===== config.mk =====
export PLATFORM = sky130hd
export DESIGN_NAME = iterative_divider
export DESIGN_NICKNAME = d
export VERILOG_FILES = /design/src/rtl/iterative_divider.sv
export SDC_FILE = /design/constraint.sdc
export NUM_CORES = 1
export LEC_CHECK = 0
export CORE_UTILIZATION = 45
export DETAILED_ROUTE_END_ITERATION = 16
export PLACE_DENSITY = 0.71
export SETUP_SLACK_MARGIN = 0.2
export SYNTH_ARGS = -nofsm -noshare
export SYNTH_HDL_FRONTEND = slang
export SYNTH_SLANG_ARGS = --single-unit

===== constraint.sdc =====
create_clock -name clk -period 3.5 [get_ports clk]
set_input_delay 0.35 -clock clk [delete_from_list [all_inputs] [get_ports clk]]
set_output_delay 0.35 -clock clk [all_outputs]
set_load 0.05 [all_outputs]

===== src/rtl/iterative_divider.sv =====
// Multi-cycle radix-2 restoring divider with pipeline stall request.
// Define DIV_SIGNED_EN to honour the Signed input; otherwise all divides are unsigned.
module iterative_divider #(
  parameter int unsigned WIDTH = 16
) (
  input  logic             clk,
  input  logic             rst,
  input  logic             Start,
  input  logic             Signed,
  input  logic [WIDTH-1:0] Dividend,
  input  logic [WIDTH-1:0] Divisor,
  output logic             DivStall,
  output logic             Done,
  output logic [WIDTH-1:0] Quotient,
  output logic [WIDTH-1:0] Remainder,
  output logic             DivByZero
);

  localparam int unsigned CntW = $clog2(WIDTH) + 1;

  typedef enum logic [1:0] {StIdle, StBusy, StDone} state_e;

  state_e           state_q, state_d;
  logic [CntW-1:0]  count_q, count_d;
  logic [WIDTH-1:0] rem_q, rem_d;
  logic [WIDTH-1:0] quo_q, quo_d;
  logic [WIDTH-1:0] dvsr_q, dvsr_d;
  logic [WIDTH-1:0] quotient_d, remainder_d;
  logic             div_by_zero_d;

  logic [WIDTH-1:0] abs_dividend, abs_divisor;
  logic [WIDTH-1:0] fix_quo, fix_rem;
  logic [WIDTH:0]   partial, diff;
  logic [WIDTH-1:0] step_rem, step_quo;
  logic             last_iter;
  logic             accept;

  assign accept = (state_q == StIdle) && Start;

  // Partial remainder stays below the divisor, so a WIDTH+1-bit difference carries the sign.
  assign partial   = {rem_q, quo_q[WIDTH-1]};
  assign diff      = partial - {1'b0, dvsr_q};
  assign step_rem  = diff[WIDTH] ? partial[WIDTH-1:0] : diff[WIDTH-1:0];
  assign step_quo  = {quo_q[WIDTH-2:0], ~diff[WIDTH]};
  assign last_iter = (count_q == CntW'(WIDTH - 1));

`ifdef DIV_SIGNED_EN
  logic neg_quo_q, neg_quo_d;
  logic neg_rem_q, neg_rem_d;

  always_comb begin
    abs_dividend = (Signed && Dividend[WIDTH-1]) ? -Dividend : Dividend;
    abs_divisor  = (Signed && Divisor[WIDTH-1])  ? -Divisor  : Divisor;
    neg_quo_d    = neg_quo_q;
    neg_rem_d    = neg_rem_q;
    if (accept) begin
      neg_quo_d = Signed && (Dividend[WIDTH-1] ^ Divisor[WIDTH-1]);
      neg_rem_d = Signed && Dividend[WIDTH-1];
    end
    fix_quo = neg_quo_q ? -step_quo : step_quo;
    fix_rem = neg_rem_q ? -step_rem : step_rem;
  end

  always_ff @(posedge clk) begin
    if (!rst) begin
      neg_quo_q <= 1'b0;
      neg_rem_q <= 1'b0;
    end else begin
      neg_quo_q <= neg_quo_d;
      neg_rem_q <= neg_rem_d;
    end
  end
`else
  logic unused_signed;
  assign unused_signed = Signed;
  assign abs_dividend  = Dividend;
  assign abs_divisor   = Divisor;
  assign fix_quo       = step_quo;
  assign fix_rem       = step_rem;
`endif

  always_comb begin
    state_d       = state_q;
    count_d       = count_q;
    rem_d         = rem_q;
    quo_d         = quo_q;
    dvsr_d        = dvsr_q;
    quotient_d    = Quotient;
    remainder_d   = Remainder;
    div_by_zero_d = DivByZero;
    unique case (state_q)
      StIdle: begin
        if (Start) begin
          rem_d   = '0;
          quo_d   = abs_dividend;
          dvsr_d  = abs_divisor;
          count_d = '0;
          if (Divisor == '0) begin
            state_d       = StDone;
            quotient_d    = '1;
            remainder_d   = Dividend;
            div_by_zero_d = 1'b1;
          end else begin
            state_d = StBusy;
          end
        end
      end
      StBusy: begin
        rem_d   = step_rem;
        quo_d   = step_quo;
        count_d = count_q + 1'b1;
        if (last_iter) begin
          state_d       = StDone;
          quotient_d    = fix_quo;
          remainder_d   = fix_rem;
          div_by_zero_d = 1'b0;
        end
      end
      StDone:  state_d = StIdle;
      default: state_d = StIdle;
    endcase
  end

  always_ff @(posedge clk) begin
    if (!rst) begin
      state_q   <= StIdle;
      count_q   <= '0;
      rem_q     <= '0;
      quo_q     <= '0;
      dvsr_q    <= '0;
      Quotient  <= '0;
      Remainder <= '0;
      DivByZero <= 1'b0;
    end else begin
      state_q   <= state_d;
      count_q   <= count_d;
      rem_q     <= rem_d;
      quo_q     <= quo_d;
      dvsr_q    <= dvsr_d;
      Quotient  <= quotient_d;
      Remainder <= remainder_d;
      DivByZero <= div_by_zero_d;
    end
  end

  // Combinational from Start so the request cycle itself stalls.
  assign DivStall = rst && (accept || (state_q == StBusy));
  assign Done     = (state_q == StDone);

endmodule


* Word level (Yosys, flattened, before mapping) *
Cells that the tools add are included.

word-level totals
  flip-flop bits (word level) = 88
  output and inout bits = 35
  input bits = 36
  word-level logic and storage cells = 50

cells by class
  bitwise gates (word level) = 1
  multiplexer cells = 23
  eq/ne operators = 6
  $add $sub $neg = 2
  reductions and logical operators = 10

operators by type and width
  cell                                                                   count
  16-bit two-way mux                                                     9
  16-bit case mux with 2 select lines                                    4
  17-bit by 16-bit subtractor with 17-bit output                         1
  16-bit logical NOT                                                     1
  5-bit case mux with 2 select lines                                     1
  2-bit two-way mux                                                      3
  2-bit AND reduction                                                    3
  5-bit by 1-bit adder with 5-bit output, second input constant          1
  5-bit by 4-bit equality test with 1-bit output, second input constant  1
  5-bit two-way mux                                                      1
  2-bit != test, second input constant                                   2
  2-bit case mux with 2 select lines                                     1
  4-bit AND reduction                                                    1
  1-bit two-way mux                                                      3
  2-bit by 1-bit equality test with 1-bit output, second input constant  1
  2-bit equality test, second input constant                             1
  1-bit logical AND                                                      2
  2-bit logical NOT                                                      1
  2-bit by 1-bit != test with 1-bit output, second input constant        1
  1-bit case mux with 2 select lines                                     1
  2-bit nonzero test                                                     1
  1-bit logical OR                                                       1
  1-bit inverter                                                         1

* Logic depth before layout (Yosys ltp) *
Gate-level depths: netlist (run 1).

  word-level depth = 4
  depth in mapped cells = 12
  gate-level depth less buffers = 11

* Worst setup path after synthesis (run 1) *
No wires, ideal clock.

  path kind = reg-to-reg
  start = register quo_q[15]
  end = register Remainder[12]
  cell stages (with the launch flop) = 12
  library setup time = 0.122 ns
  period minus slack after synthesis = 2.820 ns
  data required time = 3.378 ns
  path buffers = 0
  setup slack = 0.680 ns
  arrival time = 2.699 ns
  cell sequence = dfxtp_1 > inv_1 > ha_1 > inv_1 > fa_1 > a21o_1 > a221o_2 > a41oi_4 > mux2i_1 > nand2_2 > a22o_1 > o311a_1

on the way
  cells in the longest elaborated chain, start to end = 4

RTL lines
  what                                            line  text
  start, declared                                 26    logic [WIDTH-1:0] quo_q, quo_d;
  start signal, assigned                          138   quo_q <= quo_d;
  17-bit by 16-bit subtractor with 17-bit output  42    assign diff = partial - {1'b0, dvsr_q};
  16-bit two-way mux                              43    assign step_rem = diff[WIDTH] ? partial[WIDTH-1:0] : diff[WIDTH-1:0];
  16-bit two-way mux                              112   if (last_iter) begin
  16-bit case mux with 2 select lines             91    unique case (state_q)
  end signal, assigned                            141   Remainder <= remainder_d;
  end, declared                                   15    output logic [WIDTH-1:0] Remainder,

No other way between the ends. The select of a mux whose other input is x is not followed.
A chain may end at the register's enable or synchronous reset.

* Worst setup path in the final report (run 1) *
Ends and elaborated chain as after synthesis.

==> impl_table.tex, run 1 <==
\begin{tabular}{lr}
\hline
Metric & Value \\
\hline
\multicolumn{2}{l}{\textbf{Yosys}} \\
Number of enable-type register cells in the synthesized netlist & 0 \\
Top cell type's share of synthesized area & 0.3866 \\
Gate count of the mapped netlist & 569 \\
Post-synthesis sequential area ratio & 0.3866 \\
Total nets after synthesis & about 620 \\
FFs w/ async S/R, synth & 0 \\
Most area-hungry cell type in the Yosys netlist & sky130\_fd\_sc\_hd\_\_dfxtp\_1 \\
Primary flip-flop cell chosen by synthesis mapping & sky130\_fd\_sc\_hd\_\_dfxtp\_1 \\
Count of synthesis-stage warnings from yosys & 0 \\
Netlist area before placement & 0.004557 mm² \\
Avg Synthesized Cell Area & 8.009 µm² \\
Synth cell types & 60 \\
Main area contributors after synthesis & sky130\_fd\_sc\_hd\_\_dfxtp\_1, sky130\_fd\_sc\_hd\_\_nand2\_1, sky130\_fd\_sc\_hd\_\_a21oi\_1, sky130\_fd\_sc\_hd\_\_nor2\_1, sky130\_fd\_sc\_hd\_\_ha\_1 \\
Number of synthesized register bits & 88 \\
\multicolumn{2}{l}{\textbf{Clocking}} \\
Maximum number of buffers from clock root to sink & 2 \\
Worst-Skew Late Latency & around 0.36 ns \\
Clock buffers created by TritonCTS & 9 \\
Quantity of hold-fixing buffers added after cts & 0 \\
H-tree lvl count & 3 \\
TritonCTS clock tree & built \\
Clock transition time at the flip-flop clock pins of the worst setup and hold paths & approximately 0.10 ns \\
Num Clock Sinks & 88 \\
Clock root buffer & sky130\_fd\_sc\_hd\_\_clkbuf\_8 \\
\multicolumn{2}{l}{\textbf{Finish}} \\
Most used cells in the layout excluding fill and tap cells & sky130\_fd\_sc\_hd\_\_dfxtp\_1, sky130\_fd\_sc\_hd\_\_nand2\_1, sky130\_fd\_sc\_hd\_\_clkdlybuf4s50\_1, sky130\_fd\_sc\_hd\_\_nor2\_1, sky130\_fd\_sc\_hd\_\_a21oi\_1 \\
Filler cell count in the final layout & 932 \\
Area growth from synthesis to layout & 23.15\% \\
Diode count & 0 \\
Fraction of layout instances using a drive strength above 1 & 0.08057 \\
Final cell area excluding filler cells & between 0.005 and 0.006 mm² \\
Commonest non-fill, non-tap cell in the layout & sky130\_fd\_sc\_hd\_\_dfxtp\_1 \\
Nets@finish & 685 \\
\multicolumn{2}{l}{\textbf{Power and ir drop}} \\
PD cells & 571.3 mW/mm² \\
Leakage power summed over all cells & roughly 2.1 nW \\
Comb pwr share & 0.414 \\
Clk network pwr share & 0.224 \\
Net switching power & 1.238 mW \\
Proportion of power drawn by flip-flops and latches & 0.362 \\
Switching share of power & 0.3860 \\
Highest ir drop seen on vdd & around 0.25 mV \\
Cell-internal power & 1.968 mW \\
\multicolumn{2}{l}{\textbf{Timing}} \\
Minimum period implied by the final worst setup slack & 3.186 ns \\
Final setup viols & 0 \\
RSZ-0062 raised after global routing & false \\
Final worst path period share & 0.9103 \\
Endpoints failing hold & 0 \\
Measured slew at the worst slew-check pin & about 0.57 ns \\
Worst clock skew & 0.01495 ns \\
Post-Route Setup TNS & 0 ns \\
Remaining max-slew budget at the tightest pin & 0.6124 \\
Total count of max-transition violations in the final report & 0 \\
Max Freq & 313.9 MHz \\
\multicolumn{2}{l}{\textbf{Routing}} \\
Drt total wl & approximately 12 mm \\
Post-DRT Antenna Nets & 0 \\
Vias post-DR & 4393 \\
Number of design-rule violations left by the first detailed-router iteration & between 200 and 250 \\
Via/cell ratio & 5.735 \\
Routed wire length per instance & 15.71 µm \\
Number of remaining DRC errors & 0 \\
Number of detailed-route iterations in the first pass & 6 \\
\multicolumn{2}{l}{\textbf{Placed design}} \\
IO Port Bufs & 69 \\
Final weighted congestion in routability-driven placement & 0.8397 \\
Post-detailed-placement cell area & 0.005370 mm² \\
Post-detail-place hpwl & roughly 8.6 mm \\
\multicolumn{2}{l}{\textbf{Floorplan}} \\
Starting utilization of the core area & 0.4662 \\
Number of placement rows & 36 \\
I/O pin cnt & 71 \\
Total die area & approximately 0.011 mm² \\
Die height & slightly above 100 µm \\
Area of the placeable core & $\sim$0.0098 mm² \\
Die Width & 102.6 µm \\
\multicolumn{2}{l}{\textbf{Global routing}} \\
Via count of the first global-routing pass & 4158 \\
Overall global routing resource usage & 0.2353 \\
Pin count of the biggest net entering global routing & a little under 60 \\
Global route overflow & 0 \\
First-pass GRT wire length & a little under 20 mm \\
Antenna violations before repair & 0 \\
\multicolumn{2}{l}{\textbf{Critical path}} \\
Data required time of the critical path & 3.75 ns \\
Cell with the most instances on the worst path & sky130\_fd\_sc\_hd\_\_inv\_1 \\
Biggest fanout along the worst timing path & 10 \\
CP Buf/Inv Count & 2 \\
Family with the most delay on the worst path & compound AO/OA/AOI/OAI gates \\
Critical Path AT & 3.44 ns \\
Critical Path Sink Type & flip-flop \\
Crit-path max cell delay & about 0.41 ns \\
Critical path, cell by cell & inv\_1 > ha\_1 > inv\_1 > fa\_1 > a21o\_1 > a221o\_2 > a41oi\_4 > mux2i\_1 > nand2\_2 > a22o\_1 > o311a\_1 \\
Category of the worst setup path launch point & flip-flop \\
Max stage delay cell, worst path & sky130\_fd\_sc\_hd\_\_a221o\_2 \\
Kind of critical path & flip-flop to flip-flop \\
\multicolumn{2}{l}{\textbf{Status}} \\
Run status & finished clean \\
\multicolumn{2}{l}{\textbf{Worst hold path}} \\
Class of the most critical hold timing path & flip-flop to flip-flop \\
\multicolumn{2}{l}{\textbf{Job}} \\
Max-cap violations & 0 \\
\hline
\end{tabular}
==> path summary, 6_finish.rpt <==
path                           from                         end  slack (ns)  cells past startpoint
max          quo_q[15]$_SDFFE_PN0P_  Remainder[12]$_SDFFE_PN0P_        0.31                     11
min          dvsr_q[8]$_SDFFE_PN0P_      dvsr_q[8]$_SDFFE_PN0P_        0.46                      2
max reg2reg  quo_q[15]$_SDFFE_PN0P_  Remainder[12]$_SDFFE_PN0P_        0.31                     11
min reg2reg  dvsr_q[8]$_SDFFE_PN0P_      dvsr_q[8]$_SDFFE_PN0P_        0.46                      2
==> final cells by class <==
cell class	count	area [µm²]	share of cell area
well taps	133	166.4	0.02965
multi-input cells	422	2572	0.4584
inverters	22	82.58	0.01472
clock inverters	4	55.05	0.009810
repair buffers	87	835.8	0.1489
clock buffers	10	137.6	0.02453
flip-flops and latches	88	1762	0.3139
==> metal layers <==
layer  vias to the layer above  wire, µm  global-route usage
met5                         -         0                   0
met4                         0       245             0.08681
met3                        22       539             0.04271
met2                       119      5839              0.3985
met1                      2074      5408              0.2984
li1                       2178         -                   -
==> registers in the layout, indices dropped and copies added, names as in the netlist <==
| signal | count |
|---|---|
| quo_q | 16 |
| state_q | 2 |
| Remainder | 16 |
| Quotient | 16 |
| dvsr_q | 16 |
| count_q | 5 |
| DivByZero | 1 |
| rem_q | 16 |
==> worst register-to-register path, cell delays in order, from the launching register on <==
cell                      delay (ns)
sky130_fd_sc_hd__dfxtp_1        0.33
sky130_fd_sc_hd__inv_1          0.08
sky130_fd_sc_hd__ha_1           0.16
sky130_fd_sc_hd__inv_1          0.05
sky130_fd_sc_hd__fa_1           0.40
sky130_fd_sc_hd__a21o_1         0.21
sky130_fd_sc_hd__a221o_2        0.41
sky130_fd_sc_hd__a41oi_4        0.29
sky130_fd_sc_hd__mux2i_1        0.33
sky130_fd_sc_hd__nand2_2        0.21
sky130_fd_sc_hd__a22o_1         0.30
sky130_fd_sc_hd__o311a_1        0.29
==> power by group through the flow <==
| stage | Combinational, mW | Clock [mW] | Sequential (mW) |
|---|---|---|---|
| 2_1_floorplan | 0.860 | 0 | 1.26 |
| 5_1_grt | 1.44 | 0.757 | 1.17 |
| 4_1_cts | 1.24 | 0.726 | 1.16 |
| 6_report | 1.33 | 0.719 | 1.16 |
| 3_5_place_dp | 1.24 | 0 | 1.18 |
| 3_3_place_gp | 1.21 | 0 | 1.18 |
==> stage by stage <==
step	cells	hold slack, ns	power [mW]	util	setup WS (ns)
global placement	746	0.4461	2.392	0.5494	0.3727
detailed placement	746	0.4496	2.420	0.5494	0.2901
global route	766	0.4810	3.363	0.5741	0.2025
finish	766	0.4614	3.206	0.5741	0.3140
floorplan	569	0.4363	2.120	-	0.6795
CTS	760	0.4618	3.130	0.5691	0.2663
==> cell families (layout without fill, tap and decap cells) <==
logic type               after synthesis  after routing  share of synthesized area
adder cells (fa/ha/maj)               19             19                    0.05382
AO/OA/AOI/OAI                        161            161                     0.2397
buffers and inverters                 59            123                    0.05244
flip-flops                            88             88                     0.3866
multiplexers                          10             10                    0.02306
XOR/XNOR                              10             10                    0.01922
AND/OR/NAND/NOR                      222            222                     0.2252
==> Yosys cell counts, drive strengths merged, types with 14 or more instances <==
cell and number:
dfxtp 88, clkbuf 30, a31oi 14, nor3 32
nor2 66, nand3 18, a21oi 50, o21ai 37
inv 21, ha 18, o221ai 16, nand2 70
==> what timing repair did <==
item,in CTS,in global routing
setup buffers,0,6
endpoints found under the setup margin,0,6
resized for setup,0,1
(Power assumes the default switching activity.)
==> run 2: changes to the inputs <==
CAP_MARGIN = 10   (was default)
CORE_UTILIZATION = 40   (was 45)
PLACE_DENSITY = 0.64   (was 0.71)
==> run 2 against run 1 <==
Effect of this change: sequential power is essentially flat; clock skew is 0.0046 ns lower; cell count increased by 1.7%; die area rose by 12%; power up 7.8%; design area increased by 2.5%; non-clock buffer count is 4 higher; clock power is 31% higher; worst setup slack better by 0.043 ns; hold slack lost 0.0062 ns; combinational power is essentially flat; global-route usage shrank 1.7 points; critical endpoint unchanged; largest power group unchanged.
==> impl_table.tex, run 2 (synthesis gave the netlist of run 1 again) <==
\begin{tabular}{lr}
\hline
Metric & Value \\
\hline
\multicolumn{2}{l}{\textbf{Status}} \\
Run status & finished clean (unchanged) \\
\multicolumn{2}{l}{\textbf{Timing}} \\
Endpoints failing hold & 0 (unchanged) \\
Remaining max-slew budget at the tightest pin & 0.4943 (was 0.6124) \\
Final setup viols & 0 (unchanged) \\
Post-Route Setup TNS & 0 ns (unchanged) \\
Minimum period implied by the final worst setup slack & 3.143 ns (was 3.186 ns) \\
Worst clock skew & 0.01040 ns (was 0.01495 ns) \\
RSZ-0062 raised after global routing & false (unchanged) \\
Final worst path period share & 0.8979 (was 0.9103) \\
Measured slew at the worst slew-check pin & 0.7562 ns (was 0.5742 ns) \\
Total count of max-transition violations in the final report & 0 (unchanged) \\
Max Freq & 318.2 MHz (was 313.9 MHz) \\
Worst hold-check slack & 0.4553 ns (was 0.4614 ns) \\
\multicolumn{2}{l}{\textbf{Critical path}} \\
Crit-path max cell delay & 0.41 ns (about the same) \\
Cell with the most instances on the worst path & sky130\_fd\_sc\_hd\_\_inv\_1 (unchanged) \\
Critical Path AT & 3.37 ns (was 3.44 ns) \\
Critical Path Sink Type & flip-flop (unchanged) \\
Category of the worst setup path launch point & flip-flop (unchanged) \\
Biggest fanout along the worst timing path & 10 (unchanged) \\
Critical path, cell by cell & inv\_1 > ha\_1 > inv\_1 > fa\_1 > a21o\_1 > a221o\_2 > a41oi\_4 > mux2i\_1 > nand2\_2 > a22o\_1 > o311a\_1 (unchanged) \\
Data required time of the critical path & 3.73 ns (was 3.75 ns) \\
Max stage delay cell, worst path & sky130\_fd\_sc\_hd\_\_a221o\_2 (unchanged) \\
Kind of critical path & flip-flop to flip-flop (unchanged) \\
\multicolumn{2}{l}{\textbf{Global routing}} \\
Global route overflow & 0 (unchanged) \\
First-pass GRT wire length & 20.11 mm (was 19.30 mm) \\
Antenna violations before repair & 0 (unchanged) \\
Overall global routing resource usage & 0.2184 (was 0.2353) \\
Via count of the first global-routing pass & 4105 (was 4158) \\
Pin count of the biggest net entering global routing & 47 (was 58) \\
\multicolumn{2}{l}{\textbf{Routing}} \\
Routed wire length per instance & 15.93 µm (was 15.71 µm) \\
Number of detailed-route iterations in the first pass & 5 (was 6) \\
Drt total wl & 12.41 mm (was 12.03 mm) \\
Number of remaining DRC errors & 0 (unchanged) \\
Number of design-rule violations left by the first detailed-router iteration & 265 (was 204) \\
Via/cell ratio & 5.635 (was 5.735) \\
Vias post-DR & 4390 (was 4393) \\
Post-DRT Antenna Nets & 0 (unchanged) \\
\multicolumn{2}{l}{\textbf{Finish}} \\
Nets@finish & 689 (was 685) \\
Count of non-filler cells in the finished layout & 779 (was 766) \\
Commonest non-fill, non-tap cell in the layout & sky130\_fd\_sc\_hd\_\_dfxtp\_1 (unchanged) \\
Most used cells in the layout excluding fill and tap cells & sky130\_fd\_sc\_hd\_\_dfxtp\_1, sky130\_fd\_sc\_hd\_\_nand2\_1, sky130\_fd\_sc\_hd\_\_clkdlybuf4s50\_1, sky130\_fd\_sc\_hd\_\_nor2\_1, sky130\_fd\_sc\_hd\_\_a21oi\_1 (unchanged) \\
Diode count & 0 (unchanged) \\
Fraction of layout instances using a drive strength above 1 & 0.08920 (was 0.08057) \\
Area growth from synthesis to layout & 26.17\% (was 23.15\%) \\
Utilization after layout & 0.5235 (was 0.5741) \\
Final cell area excluding filler cells & 0.005749 mm² (was 0.005612 mm²) \\
\multicolumn{2}{l}{\textbf{Placed design}} \\
Final weighted congestion in routability-driven placement & 0.8410 (was 0.8397) \\
Placed cell count & 755 (was 746) \\
Post-detailed-placement cell area & 0.005394 mm² (was 0.005370 mm²) \\
IO Port Bufs & 69 (unchanged) \\
Post-detail-place hpwl & 8.903 mm (was 8.597 mm) \\
\multicolumn{2}{l}{\textbf{Power and ir drop}} \\
Proportion of power drawn by flip-flops and latches & 0.336 (was 0.362) \\
Net switching power & 1.303 mW (was 1.238 mW) \\
Leakage power summed over all cells & 2.181 nW (was 2.120 nW) \\
Comb pwr share & 0.392 (was 0.414) \\
Cell-internal power & 2.153 mW (was 1.968 mW) \\
Highest ir drop seen on vdd & 0.4202 mV (was 0.2459 mV) \\
Switching share of power & 0.3771 (was 0.3860) \\
PD cells & 601.2 mW/mm² (was 571.3 mW/mm²) \\
Clk network pwr share & 0.272 (was 0.224) \\
\multicolumn{2}{l}{\textbf{Floorplan}} \\
Number of placement rows & 38 (was 36) \\
I/O pin cnt & 71 (unchanged) \\
Area of the placeable core & 0.01098 mm² (was 0.009774 mm²) \\
Die height & 108.7 µm (was 102.6 µm) \\
Total die area & 0.01182 mm² (was 0.01053 mm²) \\
Die Width & 108.7 µm (was 102.6 µm) \\
Starting utilization of the core area & 0.4149 (was 0.4662) \\
\multicolumn{2}{l}{\textbf{Clocking}} \\
H-tree lvl count & 3 (unchanged) \\
Maximum number of buffers from clock root to sink & 2 (unchanged) \\
Clock transition time at the flip-flop clock pins of the worst setup and hold paths & 0.07 ns (was 0.10 ns) \\
Clock root buffer & sky130\_fd\_sc\_hd\_\_clkbuf\_16 (was sky130\_fd\_sc\_hd\_\_clkbuf\_8) \\
Num Clock Sinks & 88 (unchanged) \\
TritonCTS clock tree & built (unchanged) \\
Worst-Skew Late Latency & 0.34 ns (was 0.36 ns) \\
Clock buffers created by TritonCTS & 9 (unchanged) \\
\multicolumn{2}{l}{\textbf{Worst hold path}} \\
Class of the most critical hold timing path & flip-flop to flip-flop (unchanged) \\
\multicolumn{2}{l}{\textbf{Job}} \\
Max-cap violations & 0 (unchanged) \\
\hline
\end{tabular}
run 2: cell types whose count changed in the layout (fill, tap and decap cells not counted), sizes merged:
cell and change:
bufinv -1, clkinvlp +1, buf +4, inv +1, clkinv +1
run 2: path summary, 6_finish.rpt:
path / to / start / cells after the start / slack [ns]
max reg2reg: Remainder[12]$_SDFFE_PN0P_ / quo_q[15]$_SDFFE_PN0P_ / 11 / 0.36
max: Remainder[12]$_SDFFE_PN0P_ / quo_q[15]$_SDFFE_PN0P_ / 11 / 0.36
min reg2reg: dvsr_q[8]$_SDFFE_PN0P_ / dvsr_q[8]$_SDFFE_PN0P_ / 2 / 0.46
min: dvsr_q[8]$_SDFFE_PN0P_ / dvsr_q[8]$_SDFFE_PN0P_ / 2 / 0.46
run 2: critical path, delay by kind of cell (launching register included):
kind	cells	cell delay [ns]
AO/OA/AOI/OAI	5	1.47
flip-flops	1	0.33
AND/OR/NAND/NOR	1	0.21
buffers and inverters	2	0.14
multiplexers	1	0.34
adder cells (fa/ha/maj)	2	0.55
run 2: per-stage QoR:
| step | worst slack (ns) | power (mW) |
|---|---|---|
| global route | 0.2084 | 3.642 |
| finish | 0.3573 | 3.456 |
| global placement | 0.3758 | 2.403 |
| CTS | 0.3045 | 3.368 |
| floorplan | 0.6795 | 2.120 |
| detailed placement | 0.3130 | 2.430 |
run 2: what timing repair did:
item	CTS	global route
endpoints found under the setup margin	0	7
resized for setup	0	1
hold buffers	0	0
setup buffers	0	8
run 2: layer usage:
| layer | vias to the layer above | global-route usage | wire [µm] |
|---|---|---|---|
| met5 | - | 0 | 0 |
| met4 | 0 | 0.06178 | 145 |
| met2 | 99 | 0.3621 | 6100 |
| li1 | 2189 | - | - |
| met1 | 2091 | 0.2853 | 5642 |
| met3 | 11 | 0.04662 | 519 |
run 2: area by class of cell:
| cell class | instances | area [µm²] |
|---|---|---|
| Multi-Input combinational cell | 422 | 2572 |
| Clock inverter | 6 | 52.55 |
| Inverter | 22 | 82.58 |
| Sequential cell | 88 | 1762 |
| Timing Repair Buffer | 91 | 865.8 |
| Clock buffer | 10 | 239.0 |
| Tap cell | 140 | 175.2 |
| Fill cell | 1060 | 5234 |
run 2: power groups by stage:
stage	combinational (mW)	clock (mW)	sequential (mW)
2_1_floorplan	0.860	0	1.26
3_5_place_dp	1.25	0	1.18
4_1_cts	1.25	0.954	1.16
6_report	1.35	0.941	1.16
3_3_place_gp	1.22	0	1.18
5_1_grt	1.47	1.00	1.17
